[config.mk]
export PLATFORM = sky130hd
export DESIGN_NAME = data_mem_access_unit_flat
export DESIGN_NICKNAME = d
export VERILOG_FILES = /design/src/rtl/data_mem_access_unit_pkg.sv /design/src/rtl/data_mem_access_unit_if.sv /design/src/rtl/data_mem_access_unit_load_aligner.sv /design/src/rtl/data_mem_access_unit.sv /design/src/flat_wrapper.sv
export SDC_FILE = /design/constraint.sdc
export NUM_CORES = 1
export LEC_CHECK = 0
export ABC_AREA = 1
export CORE_ASPECT_RATIO = 0.8
export CORE_MARGIN = 4
export CORE_UTILIZATION = 41
export DETAILED_ROUTE_END_ITERATION = 16
export MAX_ROUTING_LAYER = met4
export PLACE_DENSITY = 0.78
export SLEW_MARGIN = 5
export SYNTH_ARGS = -nofsm -noshare
export SYNTH_HDL_FRONTEND = slang
export SYNTH_SLANG_ARGS = --single-unit
[constraint.sdc]
create_clock -name clk -period 1.8 [get_ports clk]
set_input_delay 0.27 -clock clk [delete_from_list [all_inputs] [get_ports clk]]
set_output_delay 0.27 -clock clk [all_outputs]
set_load 0.02 [all_outputs]
[src/rtl/data_mem_access_unit_pkg.sv]
// Shared load/store encodings, FSM states and the small decode helpers used by the MEM stage.
package data_mem_access_unit_pkg;

  localparam logic [1:0] MEM_ACC = 2'b01;

  localparam logic [2:0] F3_LB  = 3'b000;
  localparam logic [2:0] F3_LH  = 3'b001;
  localparam logic [2:0] F3_LW  = 3'b010;
  localparam logic [2:0] F3_LBU = 3'b100;
  localparam logic [2:0] F3_LHU = 3'b101;
  localparam logic [2:0] F3_SB  = 3'b000;
  localparam logic [2:0] F3_SH  = 3'b001;
  localparam logic [2:0] F3_SW  = 3'b010;

  typedef enum logic [1:0] {
    IDLE = 2'b00,
    BUSY = 2'b01,
    DONE = 2'b10
  } state_t;

  function automatic logic legal_load(input logic [2:0] f3);
    legal_load = (f3 == F3_LB) || (f3 == F3_LH) || (f3 == F3_LW) ||
                 (f3 == F3_LBU) || (f3 == F3_LHU);
  endfunction

  function automatic logic legal_store(input logic [2:0] f3);
    legal_store = (f3 == F3_SB) || (f3 == F3_SH) || (f3 == F3_SW);
  endfunction

  // funct3[1:0] is the access size for both loads and stores: 00 byte, 01 half, 10 word.
  function automatic logic misaligned(input logic [1:0] size, input logic [1:0] lo);
    case (size)
      2'b01:   misaligned = lo[0];
      2'b10:   misaligned = (lo != 2'b00);
      default: misaligned = 1'b0;
    endcase
  endfunction

  function automatic logic [3:0] byte_enables(input logic [1:0] size, input logic [1:0] lo);
    case (size)
      2'b00:   byte_enables = 4'b0001 << lo;
      2'b01:   byte_enables = 4'b0011 << {lo[1], 1'b0};
      2'b10:   byte_enables = 4'b1111;
      default: byte_enables = 4'b0000;
    endcase
  endfunction

  function automatic logic [31:0] replicate(input logic [1:0] size, input logic [31:0] data);
    case (size)
      2'b00:   replicate = {4{data[7:0]}};
      2'b01:   replicate = {2{data[15:0]}};
      default: replicate = data;
    endcase
  endfunction

endpackage

[src/rtl/data_mem_access_unit_if.sv]
// Data-memory req/ack bus: the access unit drives the master side, the memory the slave side.
interface data_mem_access_unit_if #(
  parameter int ADDR_W = 32
);
  logic              mem_req;
  logic              mem_we;
  logic [ADDR_W-1:0] mem_addr;
  logic [3:0]        mem_be;
  logic [31:0]       mem_wdata;
  logic [31:0]       mem_rdata;
  logic              mem_ack;

  modport master (
    output mem_req, mem_we, mem_addr, mem_be, mem_wdata,
    input  mem_rdata, mem_ack
  );

  modport slave (
    input  mem_req, mem_we, mem_addr, mem_be, mem_wdata,
    output mem_rdata, mem_ack
  );
endinterface

[src/rtl/data_mem_access_unit_load_aligner.sv]
// Picks the addressed byte/half out of a read word and sign- or zero-extends it; purely combinational.
module load_aligner
  import data_mem_access_unit_pkg::*;
(
  input  logic [31:0] rdata,
  input  logic [1:0]  addr_lo,
  input  logic [2:0]  funct3,
  output logic [31:0] load_data
);

  logic [7:0]  sel_byte;
  logic [15:0] sel_half;

  always_comb begin
    sel_byte = rdata[{addr_lo, 3'b000} +: 8];
    sel_half = addr_lo[1] ? rdata[31:16] : rdata[15:0];
    case (funct3)
      F3_LB:   load_data = {{24{sel_byte[7]}}, sel_byte};
      F3_LH:   load_data = {{16{sel_half[15]}}, sel_half};
      F3_LW:   load_data = rdata;
      F3_LBU:  load_data = {24'd0, sel_byte};
      F3_LHU:  load_data = {16'd0, sel_half};
      default: load_data = 32'd0;
    endcase
  end

endmodule

[src/rtl/data_mem_access_unit.sv]
// MEM-stage load/store unit: IDLE->BUSY->DONE req/ack access, min latency 3 cycles (accept, ack, DONE).
// Stalls the pipeline while BUSY; faults (misaligned/illegal/timeout) pulse access_fault for one cycle.
module data_mem_access_unit
  import data_mem_access_unit_pkg::*;
#(
  parameter int TIMEOUT_CYCLES = 16,
  parameter int ADDR_W         = 32
) (
  input  logic                         clk,
  input  logic                         rst_n,
  input  logic [1:0]                   mem_read,
  input  logic [1:0]                   mem_write,
  input  logic [2:0]                   funct3,
  input  logic [ADDR_W-1:0]            addr,
  input  logic [31:0]                  store_data,
  output logic [31:0]                  load_data,
  output logic                         stall,
  output logic                         access_fault,
  data_mem_access_unit_if.master       mem
);

  localparam int CNT_W = $clog2(TIMEOUT_CYCLES + 1);

  state_t            state;
  state_t            state_nxt;
  logic [CNT_W-1:0]  cnt;
  logic [ADDR_W-1:0] addr_q;
  logic [1:0]        addr_lo_q;
  logic [2:0]        f3_q;
  logic              we_q;
  logic [3:0]        be_q;
  logic [31:0]       wdata_q;
  logic [31:0]       aligned;

  logic is_load;
  logic is_store;
  logic any_acc;
  logic bad_acc;
  logic accept;
  logic fault_idle;
  logic timeout;

  always_comb begin
    is_load  = (mem_read == MEM_ACC);
    is_store = (mem_write == MEM_ACC);
    any_acc  = is_load || is_store;
    bad_acc  = any_acc && ((is_load && is_store) ||
                           (is_load && !legal_load(funct3)) ||
                           (is_store && !legal_store(funct3)) ||
                           misaligned(funct3[1:0], addr[1:0]));
    accept     = (state == IDLE) && any_acc && !bad_acc;
    fault_idle = (state == IDLE) && bad_acc;
    // Final BUSY cycle is the TIMEOUT_CYCLES-th one; an ack in that same cycle still wins.
    timeout    = (state == BUSY) && !mem.mem_ack && (cnt == CNT_W'(TIMEOUT_CYCLES - 1));
  end

  always_ff @(posedge clk or negedge rst_n) begin
    if (!rst_n) begin
      state <= IDLE;
    end else begin
      state <= state_nxt;
    end
  end

  always_comb begin
    state_nxt = state;
    case (state)
      IDLE:    if (accept) state_nxt = BUSY;
      BUSY:    if (mem.mem_ack || timeout) state_nxt = DONE;
      DONE:    state_nxt = IDLE;
      default: state_nxt = IDLE;
    endcase
  end

  // Stall is gated by rst_n so a held instruction cannot keep the pipeline frozen during reset.
  always_comb begin
    stall       = rst_n && (accept || (state == BUSY));
    mem.mem_req = (state == BUSY);
  end

  load_aligner u_load_aligner (
    .rdata     (mem.mem_rdata),
    .addr_lo   (addr_lo_q),
    .funct3    (f3_q),
    .load_data (aligned)
  );

  always_ff @(posedge clk or negedge rst_n) begin
    if (!rst_n) begin
      cnt          <= '0;
      addr_q       <= '0;
      addr_lo_q    <= '0;
      f3_q         <= '0;
      we_q         <= 1'b0;
      be_q         <= '0;
      wdata_q      <= '0;
      load_data    <= '0;
      access_fault <= 1'b0;
    end else begin
      access_fault <= fault_idle || timeout;
      case (state)
        IDLE: begin
          if (accept) begin
            cnt       <= '0;
            addr_q    <= {addr[ADDR_W-1:2], 2'b00};
            addr_lo_q <= addr[1:0];
            f3_q      <= funct3;
            we_q      <= is_store;
            be_q      <= byte_enables(funct3[1:0], addr[1:0]);
            wdata_q   <= is_store ? replicate(funct3[1:0], store_data) : 32'd0;
          end else if (fault_idle) begin
            load_data <= '0;
          end
        end
        BUSY: begin
          cnt <= cnt + 1'b1;
          if (mem.mem_ack) begin
            load_data <= we_q ? 32'd0 : aligned;
          end else if (timeout) begin
            load_data <= '0;
          end
        end
        default: ;
      endcase
    end
  end

  assign mem.mem_we    = we_q;
  assign mem.mem_addr  = addr_q;
  assign mem.mem_be    = be_q;
  assign mem.mem_wdata = wdata_q;

endmodule

[src/flat_wrapper.sv]
// flat-port wrapper written by rule: the top's interface ports become plain ports
module data_mem_access_unit_flat import data_mem_access_unit_pkg::*;
#(
  parameter int TIMEOUT_CYCLES = 16,
  parameter int ADDR_W         = 32
)
  (clk, rst_n, mem_read, mem_write, funct3, addr, store_data, load_data, stall, access_fault, mem_mem_req, mem_mem_we, mem_mem_addr, mem_mem_be, mem_mem_wdata, mem_mem_rdata, mem_mem_ack);
  data_mem_access_unit_if #(.ADDR_W(ADDR_W)) mem_i ();
  input  logic clk;
  input  logic rst_n;
  input  logic [1:0] mem_read;
  input  logic [1:0] mem_write;
  input  logic [2:0] funct3;
  input  logic [ADDR_W-1:0] addr;
  input  logic [31:0] store_data;
  output logic [31:0] load_data;
  output logic stall;
  output logic access_fault;
  output wire logic [$bits(mem_i.mem_req)-1:0] mem_mem_req;
  output wire logic [$bits(mem_i.mem_we)-1:0] mem_mem_we;
  output wire logic [$bits(mem_i.mem_addr)-1:0] mem_mem_addr;
  output wire logic [$bits(mem_i.mem_be)-1:0] mem_mem_be;
  output wire logic [$bits(mem_i.mem_wdata)-1:0] mem_mem_wdata;
  input wire logic [$bits(mem_i.mem_rdata)-1:0] mem_mem_rdata;
  input wire logic [$bits(mem_i.mem_ack)-1:0] mem_mem_ack;
  assign mem_mem_req = mem_i.mem_req;
  assign mem_mem_we = mem_i.mem_we;
  assign mem_mem_addr = mem_i.mem_addr;
  assign mem_mem_be = mem_i.mem_be;
  assign mem_mem_wdata = mem_i.mem_wdata;
  assign mem_i.mem_rdata = mem_mem_rdata;
  assign mem_i.mem_ack = mem_mem_ack;
  data_mem_access_unit #(.TIMEOUT_CYCLES(TIMEOUT_CYCLES), .ADDR_W(ADDR_W)) u_core (.clk(clk), .rst_n(rst_n), .mem_read(mem_read), .mem_write(mem_write), .funct3(funct3), .addr(addr), .store_data(store_data), .load_data(load_data), .stall(stall), .access_fault(access_fault), .mem(mem_i));
endmodule
After elaboration in Yosys (flattened, before gate mapping). Index checks and enable logic that the tools add are counted.

Flip-flop bits (word level): 112.

Eq/ne operators: 19. Shift operators: 3. Reductions and logical operators: 35. Multiplexer cells: 17. $add $sub $neg: 1.

Operator list (number): $mux 32 (6); $pmux 32 s5 (1); $pmux 32 s2 (2); $shiftx 32x6->8 (1); $mux 16 (1); $eq 3x3->1 const B (4); $pmux 4 s3 (1); $logic_or 1x1->1 (11); $logic_and 1x1->1 (10); $pmux 5 s2 (1); $eq 2x1->1 const B (4); $eq 3x1->1 const B (2); $eq 3x2->1 const B (2); $logic_not 3->1 (2); $ne 2x1->1 const B (3); $reduce_and 2->1 (3); $add 5x1->5 const B (1); $eq 5x4->1 const B (1); $mux 5 (1); $logic_not 1->1 (4); $logic_not 2->1 (2); $mux 2 (2); $pmux 2 s2 (1); $reduce_and 4->1 (1); 7 further kinds (8).

Depth between registers and ports, before layout.
Word-level depth: 15. Mapped depth: 13. Depth with buffers taken out: 11.

Cells and area by module. From an unflattened synthesis, not the netlist that was laid out.

Cell total of the unflattened synthesis: 819. Area total of the unflattened synthesis: 5998.3 um^2.

Modules (own cells, without submodules): data_mem_access_unit (seq. area each 2802.7 um^2, times used 1, cells an instance 612, area each 5098.6 um^2); load_aligner (seq. area each 0.0 um^2, times used 1, cells an instance 207, area each 899.6 um^2).

Least setup slack after synthesis. No wires, ideal clock.

Kind: in2out. Start point: in funct3[1]. End point: out stall. Arrival time: 1655 ps. Slack: -125 ps. Path buffers: 3. Cell stages on the path: 12. Required time: 1530 ps. Cell sequence: inv_1 > ha_1 > buf_4 > nand2_1 > nand2_1 > nand3_1 > nand3_2 > nand2_4 > nand2_2 > buf_6 > buf_6 > a21boi_1.

Cells in the longest elaborated chain, start to end: 15.

Ends and longest elaborated chain: start: declaration (line flat_wrapper.sv:13) `input logic [2:0] funct3;`; $eq 3x1->1 / $logic_not 3->1 (equally long branches) (line data_mem_access_unit_pkg.sv:22, data_mem_access_unit_pkg.sv:27); $logic_or 1x1->1 (2 in series) (line data_mem_access_unit_pkg.sv:22, data_mem_access_unit_pkg.sv:27); $logic_or 1x1->1 (line data_mem_access_unit_pkg.sv:22) `legal_load = (f3 == F3_LB) || (f3 == F3_LH) || (f3 == F3_LW) ||`; $logic_or 1x1->1 (line data_mem_access_unit_pkg.sv:23) `(f3 == F3_LBU) || (f3 == F3_LHU);`; $logic_not 1->1 (line data_mem_access_unit.sv:48) `(is_load && !legal_load(funct3)) ||`; $logic_and 1x1->1 (line data_mem_access_unit.sv:48); $logic_or 1x1->1 (line data_mem_access_unit.sv:47) `bad_acc = any_acc && ((is_load && is_store) ||`; $logic_or 1x1->1 (line data_mem_access_unit.sv:48); $logic_or 1x1->1 * (line data_mem_access_unit.sv:49) `(is_store && !legal_store(funct3)) ||`; $logic_and 1x1->1 * (line data_mem_access_unit.sv:47); $logic_not 1->1 * (line data_mem_access_unit.sv:51) `accept = (state == IDLE) && any_acc && !bad_acc;`; $logic_and 1x1->1 * (line data_mem_access_unit.sv:51); $logic_or 1x1->1 * (line data_mem_access_unit.sv:77) `stall = rst_n && (accept || (state == BUSY));`; $logic_and 1x1->1 * (line data_mem_access_unit.sv:77); end: declaration (line flat_wrapper.sv:17) `output logic stall;`.

Every way passes the cells marked *; elsewhere a longest branch is shown, timed or not.

Final worst setup path.
Start point: in mem_read[1]. End point: out stall.

Cells in the longest elaborated chain, start to end: 10.

Ends and longest elaborated chain: start: declaration (line flat_wrapper.sv:11) `input logic [1:0] mem_read;`; $eq 2x1->1 * (line data_mem_access_unit.sv:44) `is_load = (mem_read == MEM_ACC);`; $logic_and 1x1->1 (on tied branches) (line data_mem_access_unit.sv:47, data_mem_access_unit.sv:48); $logic_or 1x1->1 (line data_mem_access_unit.sv:47); $logic_or 1x1->1 (line data_mem_access_unit.sv:48); $logic_or 1x1->1 (line data_mem_access_unit.sv:49); $logic_and 1x1->1 (line data_mem_access_unit.sv:47); $logic_not 1->1 (line data_mem_access_unit.sv:51); $logic_and 1x1->1 * (line data_mem_access_unit.sv:51); $logic_or 1x1->1 * (line data_mem_access_unit.sv:77); $logic_and 1x1->1 * (line data_mem_access_unit.sv:77).

Marked as above.

==> impl_metrics.tcl <==
set metrics [dict create \
    status "completed" \
    synthAdderAreaFrac_pct 1.307 \
    viasPerCell 4.969 \
    crit_arrival_ps 1510 \
    tns_ps 0 \
    worstSetupPathType "input port to output port" \
    netlist_top_cells_count "339 x nand2_1, 112 x dfrtp_1, 71 x nand3_1" \
    dr_total_vias 5754 \
    cts_buffer_depth 2 \
    fmax_ghz 0.5627 \
    synth_compound_area_share_pct 8.257 \
    die_w_microns 140.3 \
    clkSinkCount 112 \
    setup_viol 0 \
    cp_cell_sequence "clkdlybuf4s50_1 -> inv_1 -> nand2_2 -> nand2_1 -> nand2_1 -> nand3_2 -> nand2_4 -> nand2_4 -> a21boi_4 -> buf_6" \
    netlist_instances 761 \
    cts_tree "built" \
    grt_pass1_vias 5414 \
    yosys.area.top_type "dfrtp_1" \
    muxShareOfSynthArea_pct 0 \
    hold_class "input port to asynchronous set/reset pin" \
    slowest_delay_ps 470 \
    ys_ff_latch 112 \
    crit_fanout 3 \
    ys_seq_area_share_pct 48.80 \
    p_comb_share_pct 54.5 \
    drt-wirelength-per-cell_microns 15.67 \
    antenna_cells 0 \
    power.internal_mw 7.703 \
    sequentialPowerShare_pct 30.8 \
    finish.utilization_pct 63.26 \
    p_leak_nw 4.145 \
    period_share_pct 98.73 \
    reg2reg_depth 6 \
    synth_top_family_by_area "simple AND/OR/NAND/NOR gates" \
    syn_avg_cell_area_sq_um 7.547 \
    synthXorXnorAreaFrac_pct 0.1525 \
    crit-reg2reg-capture "u_core.load_data[5]" \
    firstDrtPassIters 5 \
    postLayoutCellArea_sq_um 8632 \
    syn2layout_area_growth_pct 50.31 \
    grt_pass1_wl_microns 28720 \
    route.detailed.drc 0 \
    grt_util_met3_pct 4.946 \
    core_area_sq_um 13650 \
    drt_wl_total_microns 18150 \
    die_y_microns 113.9 \
    use_met1_pct 32.84 \
    dp_hpwl_microns 12340 \
    die-area_sq_um 15980 \
    dp_cells 1134 \
    cts-buffers-inserted 9 \
    async_flop_share_pct 100.0 \
    critPathRequiredTime_ps 1530 \
    grt_max_degree 113 \
    final_max_slew_viol_count 0 \
    yosysUniqueCellTypes 28 \
    drt-initial-drc-count 359 \
    slew_headroom_pct 49.38 \
    rows 38 \
    worst_pin_slew_ps 759.3 \
    cpMaxStageDelayCell "clkdlybuf4s50_1" \
    p_per_area_nw_per_um2 1539 \
    synth.most_common_cell "nand2_1" \
    clk_latency_ps 350 \
    yosys_warnings 0 \
    port_buffers 207 \
    top_usage_layer "met2" \
    fin_total_pwr_mw 13.29 \
    crit_path_start_kind "input port" \
    post-place-ws_ps -734.4 \
    synthSimpleGateAreaFrac_pct 34.40 \
    hold-worst-slack_ps 70.02 \
    timing.max_cap.violations 0 \
    clk_pin_slew_ps 70 \
    cts-root-buf "clkbuf_16" \
    start_util_pct 42.09 \
    drtAntennaViolNets 0 \
    fin_crit_ps 1777 \
    r2r_slack_ps 100 \
    clockPowerShare_pct 14.8 \
    finalNonFillerCells 1158 \
    globalplace.congestion 0.8791 \
    cts_htree_levels 3 \
    globalRouteOverflowTotal 0 \
    grt.total_usage_pct 23.14 \
    finalHoldViolations 0 \
    hold_buffers 0 \
    synth_area_sq_um 5743 \
    synth_edf_count 0 \
    place_area_sq_um 8125 \
    ios 210 \
    antenna_found_initial 0 \
    synth_area_leaders "dfrtp_1 49%, nand2_1 22%, nand3_1 6.2%" \
    layout-drive-gt1-share_pct 9.714 \
    finalClockSkew_ps 10.19 \
    endpoint_kind "output port" \
    p_sw_mw 5.582 \
    fin_ws_ps 22.78 \
    final_nets 1085 \
    reg2reg_from "u_core.f3_q[0]" \
    use_met2_pct 34.22 \
    rsz0062_at_grt "true" \
    vdd_ir_drop_max_mv 0.8063 \
    swShare_pct 42.02 \
    ys.flop_type "dfrtp_1" \
    netlist.area_leader.share_pct 48.80 \
]
## what timing repair did
action	CTS	global route
buffers inserted	1	3
cloned	4	0
resized for setup	22	16
pin swaps	3	3
endpoints found under the setup margin	106	91
## registers in the layout, indices dropped and copies added (netlist names)
name,count
u_core.load_data,32
u_core.mem.mem_wdata,32
u_core.mem.mem_addr,30
u_core.cnt,5
u_core.mem.mem_be,4
u_core.f3_q,3
u_core.addr_lo_q,2
u_core.state,2
u_core.access_fault,1
u_core.mem.mem_we,1
## power groups by stage
stage	logic [mW]	clock network, mW	registers (mW)
4_1_cts	7.21	2.00	4.09
3_3_place_gp	6.69	0	4.10
6_report	7.24	1.96	4.09
2_1_floorplan	2.68	0	5.11
5_1_grt	7.84	2.09	4.23
3_5_place_dp	6.77	0	4.13
## kinds of logic after synthesis
family,Yosys count
simple gates,472
flops,112
compound gates,86
buf+inv,83
fa+ha+maj,6
xor+xnor,1
other cells,1
## critical path: cells and delay by family
kind                   cells  cell delay (ps)
AND/OR/NAND/NOR            6              460
AO/OA/AOI/OAI              1              120
buffers and inverters      3              660
## final cells by class
type	count	area, sq um
fillers	1251	5014
clock inverters	7	61.31
clock buffers	9	225.2
multi-input cells	567	2623
inverters	33	123.9
repair buffers	250	2571
well taps	180	225.2
flip-flops and latches	112	2803
## worst max path at each step
stage | from | to | slack [ps] | depth (start not counted)
after detailed placement | funct3[0] | stall | -730 | 11
after global routing | funct3[1] | stall | -40 | 10
final | mem_read[1] | stall | 20 | 10
after CTS | mem_write[0] | stall | -40 | 8
after global placement | funct3[0] | stall | -710 | 11
after floorplan | funct3[1] | stall | 20 | 12
## cell usage in the layout (no fill, tap or decap), drive strengths merged
master           n
nor3            21
clkinv           1
inv             37
a21boi           1
or2              9
ha               6
dlygate4sd2      1
xor2             1
dfrtp          112
nor4             1
nand3           73
o211ai          15
clkbuf          11
buf             44
nor2            26
clkdlybuf4s50  200
clkinvlp         2
dlymetal6s2s     2
nand2          341
nand3b           1
o21ai           57
bufbuf           1
conb             2
a21oi           13
## metal layers
metal  up-vias  wire [microns]
met5         -               0
met4         0             265
met3        20            1302
met2       199            8040
met1      2674            8538
li1       2861               -
Power figures use the tool's default switching activity.
